==> src/rtl/fwd_pkg.sv <==
// Shared constants for the EX-stage forwarding unit: register-file geometry and
// the fwd_sel source encoding.
package fwd_pkg;
  localparam int REG_ADDR_W   = 5;
  localparam int NUM_REGS     = 32;
  localparam int FWD_RF       = 0;
  localparam int FWD_STG_BASE = 1;

  // One code per stage, plus register file and completion bus.
  function automatic int sel_w(input int fwd_stages);
    return $clog2(fwd_stages + 2);
  endfunction
endpackage

==> src/rtl/fwd_src_sel.sv <==
// Resolves one EX source operand: youngest matching stage wins, then the
// completion bus, then the outstanding-write scoreboard.
module fwd_src_sel
  import fwd_pkg::*;
#(
  parameter int FWD_STAGES = 2,
  parameter int SEL_W      = 2
) (
  input  logic [REG_ADDR_W-1:0]            i_src_addr,
  input  logic                             i_src_used,
  input  logic [FWD_STAGES*REG_ADDR_W-1:0] i_stg_rd,
  input  logic [FWD_STAGES-1:0]            i_stg_regwrite,
  input  logic [FWD_STAGES-1:0]            i_stg_data_ready,
  input  logic                             i_complete_valid,
  input  logic [REG_ADDR_W-1:0]            i_complete_rd,
  input  logic [NUM_REGS-1:0]              i_pend,
  output logic [SEL_W-1:0]                 o_sel,
  output logic                             o_hazard
);

  logic w_hit;

  always_comb begin
    o_sel    = SEL_W'(FWD_RF);
    o_hazard = 1'b0;
    w_hit    = 1'b0;
    if (i_src_used && i_src_addr != '0) begin
      // A stage hit masks every older stage and the scoreboard, even when its data is late.
      for (int k = 0; k < FWD_STAGES; k++) begin
        if (!w_hit && i_stg_regwrite[k] && i_stg_rd[k*REG_ADDR_W +: REG_ADDR_W] == i_src_addr) begin
          w_hit = 1'b1;
          if (i_stg_data_ready[k]) o_sel = SEL_W'(k + FWD_STG_BASE);
          else                     o_hazard = 1'b1;
        end
      end
      if (!w_hit) begin
        if (i_complete_valid && i_complete_rd == i_src_addr) o_sel = SEL_W'(FWD_STAGES + 1);
        else if (i_pend[i_src_addr])                         o_hazard = 1'b1;
      end
    end
  end

endmodule

==> src/rtl/fwd_scoreboard_unit.sv <==
// EX operand forwarding and hazard unit with a per-register scoreboard of
// outstanding long-latency writes, plus stall statistics and sticky error flags.
module fwd_scoreboard_unit
  import fwd_pkg::*;
#(
  parameter int NUM_SRC    = 2,
  parameter int FWD_STAGES = 2,
  parameter int PEND_W     = 2,
  parameter int HANG_LIMIT = 1024,
  parameter int CNT_W      = 32,
  localparam int SEL_W     = sel_w(FWD_STAGES)
) (
  input  logic                             clk,
  input  logic                             rst,
  input  logic [NUM_SRC*REG_ADDR_W-1:0]    src_addr,
  input  logic [NUM_SRC-1:0]               src_used,
  input  logic [FWD_STAGES*REG_ADDR_W-1:0] stg_rd,
  input  logic [FWD_STAGES-1:0]            stg_regwrite,
  input  logic [FWD_STAGES-1:0]            stg_data_ready,
  input  logic                             issue_valid,
  input  logic [REG_ADDR_W-1:0]            issue_rd,
  input  logic                             flush,
  input  logic                             complete_valid,
  input  logic [REG_ADDR_W-1:0]            complete_rd,
  output logic [NUM_SRC*SEL_W-1:0]         fwd_sel,
  output logic                             stall,
  output logic [NUM_REGS-1:0]              pending_vec,
  output logic [CNT_W-1:0]                 stall_cnt,
  output logic                             sb_err,
  output logic                             hang_err
);

  localparam int RUN_W = $clog2(HANG_LIMIT + 1);

  logic [PEND_W-1:0]   r_cnt [NUM_REGS];
  logic [NUM_REGS-1:0] w_pend;
  logic [NUM_REGS-1:0] w_inc;
  logic [NUM_REGS-1:0] w_dec;
  logic [NUM_SRC-1:0]  w_hazard;
  logic                w_iss;
  logic                w_cmp;
  logic [CNT_W-1:0]    r_stall_cnt;
  logic [RUN_W-1:0]    r_run;
  logic                r_sb_err;
  logic                r_hang_err;

  // issue/complete are single-cycle strobes with no back-pressure; r0 is never tracked.
  assign w_iss = issue_valid && !flush && issue_rd != '0;
  assign w_cmp = complete_valid && complete_rd != '0;

  always_comb begin
    w_pend = '0;
    w_inc  = '0;
    w_dec  = '0;
    for (int r = 0; r < NUM_REGS; r++) begin
      w_pend[r] = (r_cnt[r] != '0);
      w_inc[r]  = w_iss && issue_rd == REG_ADDR_W'(r);
      w_dec[r]  = w_cmp && complete_rd == REG_ADDR_W'(r);
    end
  end

  for (genvar j = 0; j < NUM_SRC; j++) begin : g_src
    fwd_src_sel #(.FWD_STAGES(FWD_STAGES), .SEL_W(SEL_W)) u_src_sel (
      .i_src_addr      (src_addr[j*REG_ADDR_W +: REG_ADDR_W]),
      .i_src_used      (src_used[j]),
      .i_stg_rd        (stg_rd),
      .i_stg_regwrite  (stg_regwrite),
      .i_stg_data_ready(stg_data_ready),
      .i_complete_valid(complete_valid),
      .i_complete_rd   (complete_rd),
      .i_pend          (w_pend),
      .o_sel           (fwd_sel[j*SEL_W +: SEL_W]),
      .o_hazard        (w_hazard[j])
    );
  end

  assign stall = |w_hazard;

  always_ff @(posedge clk or posedge rst) begin
    if (rst) begin
      for (int r = 0; r < NUM_REGS; r++) r_cnt[r] <= '0;
      r_sb_err <= 1'b0;
    end else begin
      for (int r = 1; r < NUM_REGS; r++) begin
        // Simultaneous issue and complete to one register cancel out.
        if (w_inc[r] && !w_dec[r]) begin
          if (r_cnt[r] == '1) r_sb_err <= 1'b1;
          else                r_cnt[r] <= r_cnt[r] + PEND_W'(1);
        end else if (w_dec[r] && !w_inc[r]) begin
          if (r_cnt[r] == '0) r_sb_err <= 1'b1;
          else                r_cnt[r] <= r_cnt[r] - PEND_W'(1);
        end
      end
    end
  end

  always_ff @(posedge clk or posedge rst) begin
    if (rst) begin
      r_stall_cnt <= '0;
      r_run       <= '0;
      r_hang_err  <= 1'b0;
    end else begin
      if (stall && r_stall_cnt != '1) r_stall_cnt <= r_stall_cnt + CNT_W'(1);
      if (!stall) begin
        r_run <= '0;
      end else begin
        if (r_run != RUN_W'(HANG_LIMIT))   r_run <= r_run + RUN_W'(1);
        if (r_run == RUN_W'(HANG_LIMIT - 1)) r_hang_err <= 1'b1;
      end
    end
  end

  assign pending_vec = w_pend;
  assign stall_cnt   = r_stall_cnt;
  assign sb_err      = r_sb_err;
  assign hang_err    = r_hang_err;

endmodule

==> config.mk <==
export PLATFORM = sky130hd
export DESIGN_NAME = fwd_scoreboard_unit
export DESIGN_NICKNAME = d
export VERILOG_FILES = /design/src/rtl/fwd_pkg.sv /design/src/rtl/fwd_src_sel.sv /design/src/rtl/fwd_scoreboard_unit.sv
export SDC_FILE = /design/constraint.sdc
export NUM_CORES = 1
export LEC_CHECK = 0
export BUFFER_PORTS_ARGS = -buffer_cell sky130_fd_sc_hd__buf_2
export CORE_UTILIZATION = 38
export DETAILED_ROUTE_END_ITERATION = 10
export PLACE_DENSITY_LB_ADDON = 0.12
export SLEW_MARGIN = 20
export SYNTH_ARGS = -nofsm -noshare
export SYNTH_HDL_FRONTEND = slang
export SYNTH_SLANG_ARGS = --single-unit
==> constraint.sdc <==
create_clock -name clk -period 8.1 [get_ports clk]
set_clock_uncertainty 0.2 [all_clocks]
set_input_delay 1.62 -clock clk [delete_from_list [all_inputs] [get_ports clk]]
set_output_delay 1.62 -clock clk [all_outputs]
set_load 0.05 [all_outputs]
==> results.yml <==
run_status:
  status: "finished, final reports clean"
global_route:
  grt_first_pass_wirelength_um: 39500
  grtUsageTotal_pct: 23.2
  antenna_found_initial: 0
  grt_pass1_vias: 6979
  gr-total-overflow: 0
  grt_max_degree: 57
timing:
  post-route-period-util_pct: 69.0
  fin_crit_ps: 5590
  hold_viol_final: 0
  worstMarginPinSlew_ps: 1020
  final-max-slew-violation-count: 0
  clock.fmax_mhz: 179
  maxSlewHeadroom_pct: 31.7
  grt_setup_unrepaired: "no"
  tns_ps: 0
  setup_violations: 0
detailed_routing:
  viasPerCell: 5.33
  wl_per_cell_um: 18.0
  ant_nets: 0
  drt_wl_total_um: 25500
  drtPass1Iterations: 7
  via_count: 7567
  route.detailed.drc: 0
  first_iter_violations: 451
critical_path:
  cp.required_ps: 6280
  reg2reg_slack_ps: 4280
  start_kind: "primary input"
  worst_r2r_endpoint: "stall_cnt[31]"
  path_class: "in -> out"
  r2r_cells: 8
  critPathArrivalTime_ps: 3770
  rr_startpoint: "stall_cnt[5]"
  end_kind: "output port"
  cp_max_fo: 29
finish:
  final_cell_area_sq_um: 9480
  syn2layout_area_growth_pct: 12.2
  fin_nets: 1241
  drive_above_1_share_pct: 14.5
  fillers: 2277
  diodes: 0
die:
  die_area_sq_um: 22800
  coreArea_sq_um: 21800
  die_h_um: 151
  die_x_um: 151
  start_util_pct: 38.7
  boundaryPins: 112
  rows: 54
power_and_ir_drop:
  power.leakage_nw: 4.83
  power.density_nw_per_um2: 147
  peakVddDrop_v: 0.0000840
clock_network:
  cts_resized: 0
  cts.sinks: 107
  cts_tree: "built"
  clk_path_buf_depth: 2
  cts_setup_buffers: 0
  cts_made_buffers: 9
  clock_latency_ps: 360
  postCtsHoldBufs: 0
  clk_pin_slew_ps: 70
  cts-root-buf: "clkbuf_16"
  h-tree-depth: 3
yosys:
  synth_edf_count: 0
  syn_nets: 1146
  synth_most_common_cell: "nand2_1"
  synthAdderAreaFrac_pct: 9.62
  synth.cell_area_sq_um: 8450
  ys_types: 60
  yosysWarnings: 2
  ys_ff_latch: 107
  ys.flop_type: "dfrtp_1"
  synthSimpleGateAreaFrac_pct: 27.6
  muxShareOfSynthArea_pct: 3.02
  synthTopCellsByArea: "dfrtp_1 (32%), ha_1 (9.6%), o21ai_0 (5.7%)"
  ys_top_cells_by_count: "nand2_1 (124), inv_1 (111), dfrtp_1 (107), nor2_1 (107), o21ai_0 (97)"
  async_reset_ff_share_pct: 100
  synthXorXnorAreaFrac_pct: 7.25
  synth_top_area_share_pct: 31.7
  syn_area_per_cell_sq_um: 8.13
  synth-seq-area-share_pct: 31.7
  yosysTopAreaCell: "dfrtp_1"
  synth_top_family_by_area: "simple AND/OR/NAND/NOR gates"
  synthCells: 1040
  synth_compound_area_share_pct: 13.9
placed_design:
  port_buffers: 110
  hpwl_um: 20200
  gp_congestion: 0.905
  place_area_sq_um: 9210
hold_path:
  whs_path_depth: 2
  min_path_type: "reg -> reg"
  whs_endpoint: "hang_err"
  hp-start: "hang_err"
job:
  cap_violations: 0
-- state kept, by name (all words and copies together), names as in the netlist --
signal / cells
r_cnt: 62
stall_cnt: 32
r_run: 11
hang_err: 1
sb_err: 1
-- area by class of cell --
cell class	count	area, sq um	area share [%]
clock buffer	9	225	2.38
timing repair buffer	112	566	5.97
clock inverter	6	43.8	0.462
inverter	112	423	4.46
tap	280	350	3.70
sequential	107	2680	28.2
multi-input combinational	793	5190	54.8
-- critical path: stages --
cell and delay [ps]:
buf_2 430, o21ai_0 160, mux4_2 480, o22a_1 230
and4bb_2 250, nor4_4 300, inv_1 60, buf_2 220
-- where the power goes --
group,switching [mW],internal (mW)
clock,0.211,0.207
combinational,0.258,0.0968
sequential,0.0505,0.572
total,0.520,0.876
-- cells by family after synthesis --
logic type,count (synthesis)
other,1
and+or+nand+nor,449
muxes,14
adders and majority gates,65
DFF,107
AOI/OAI and AO/OA,194
xor gates and xnor gates,70
buffers and inverters,140
-- through the flow --
step	utilization, %	power (mW)	setup WS (ps)	hold slack [ps]	std cells
4_1_cts	43.4	1.42	2500	280	1419
2_1_floorplan	-	0.894	2430	273	1040
5_1_grt	43.4	1.47	2310	300	1419
3_5_place_dp	42.2	0.990	2500	262	1404
6_report	43.4	1.40	2510	268	1419
3_3_place_gp	42.2	0.988	2530	252	1404
-- placed cells by master (no fill, tap or decap), types with 23 or more instances in the layout --
cell and count:
a21oi_1 23, and2_1 39, buf_2 110, dfrtp_1 107, ha_1 65, inv_1 110
nand2_1 124, nor2_1 107, nor2b_1 24, o21ai_0 97, o31ai_1 33, xor2_1 54
-- worst max path at each step --
stage                     slack [ps]  endpoint  cells past startpoint         from
after floorplan                 2430     stall                      8  src_addr[3]
after CTS                       2500     stall                      8  src_addr[2]
final                           2510     stall                      8  src_addr[2]
after detailed placement        2500     stall                      8  src_addr[2]
after global placement          2530     stall                      8  src_addr[2]
after global routing            2310     stall                      8  src_addr[2]
-- per-layer routing --
metal  up-vias  routed length, um  GRT usage (%)
li1       3758                  -              -
met5         -                  0              0
met3        40               1450           4.46
met1      3545              11800           31.4
met4         0                854           9.15
met2       224              11400           36.4
No activity file was read; power rests on OpenSTA's default activity.
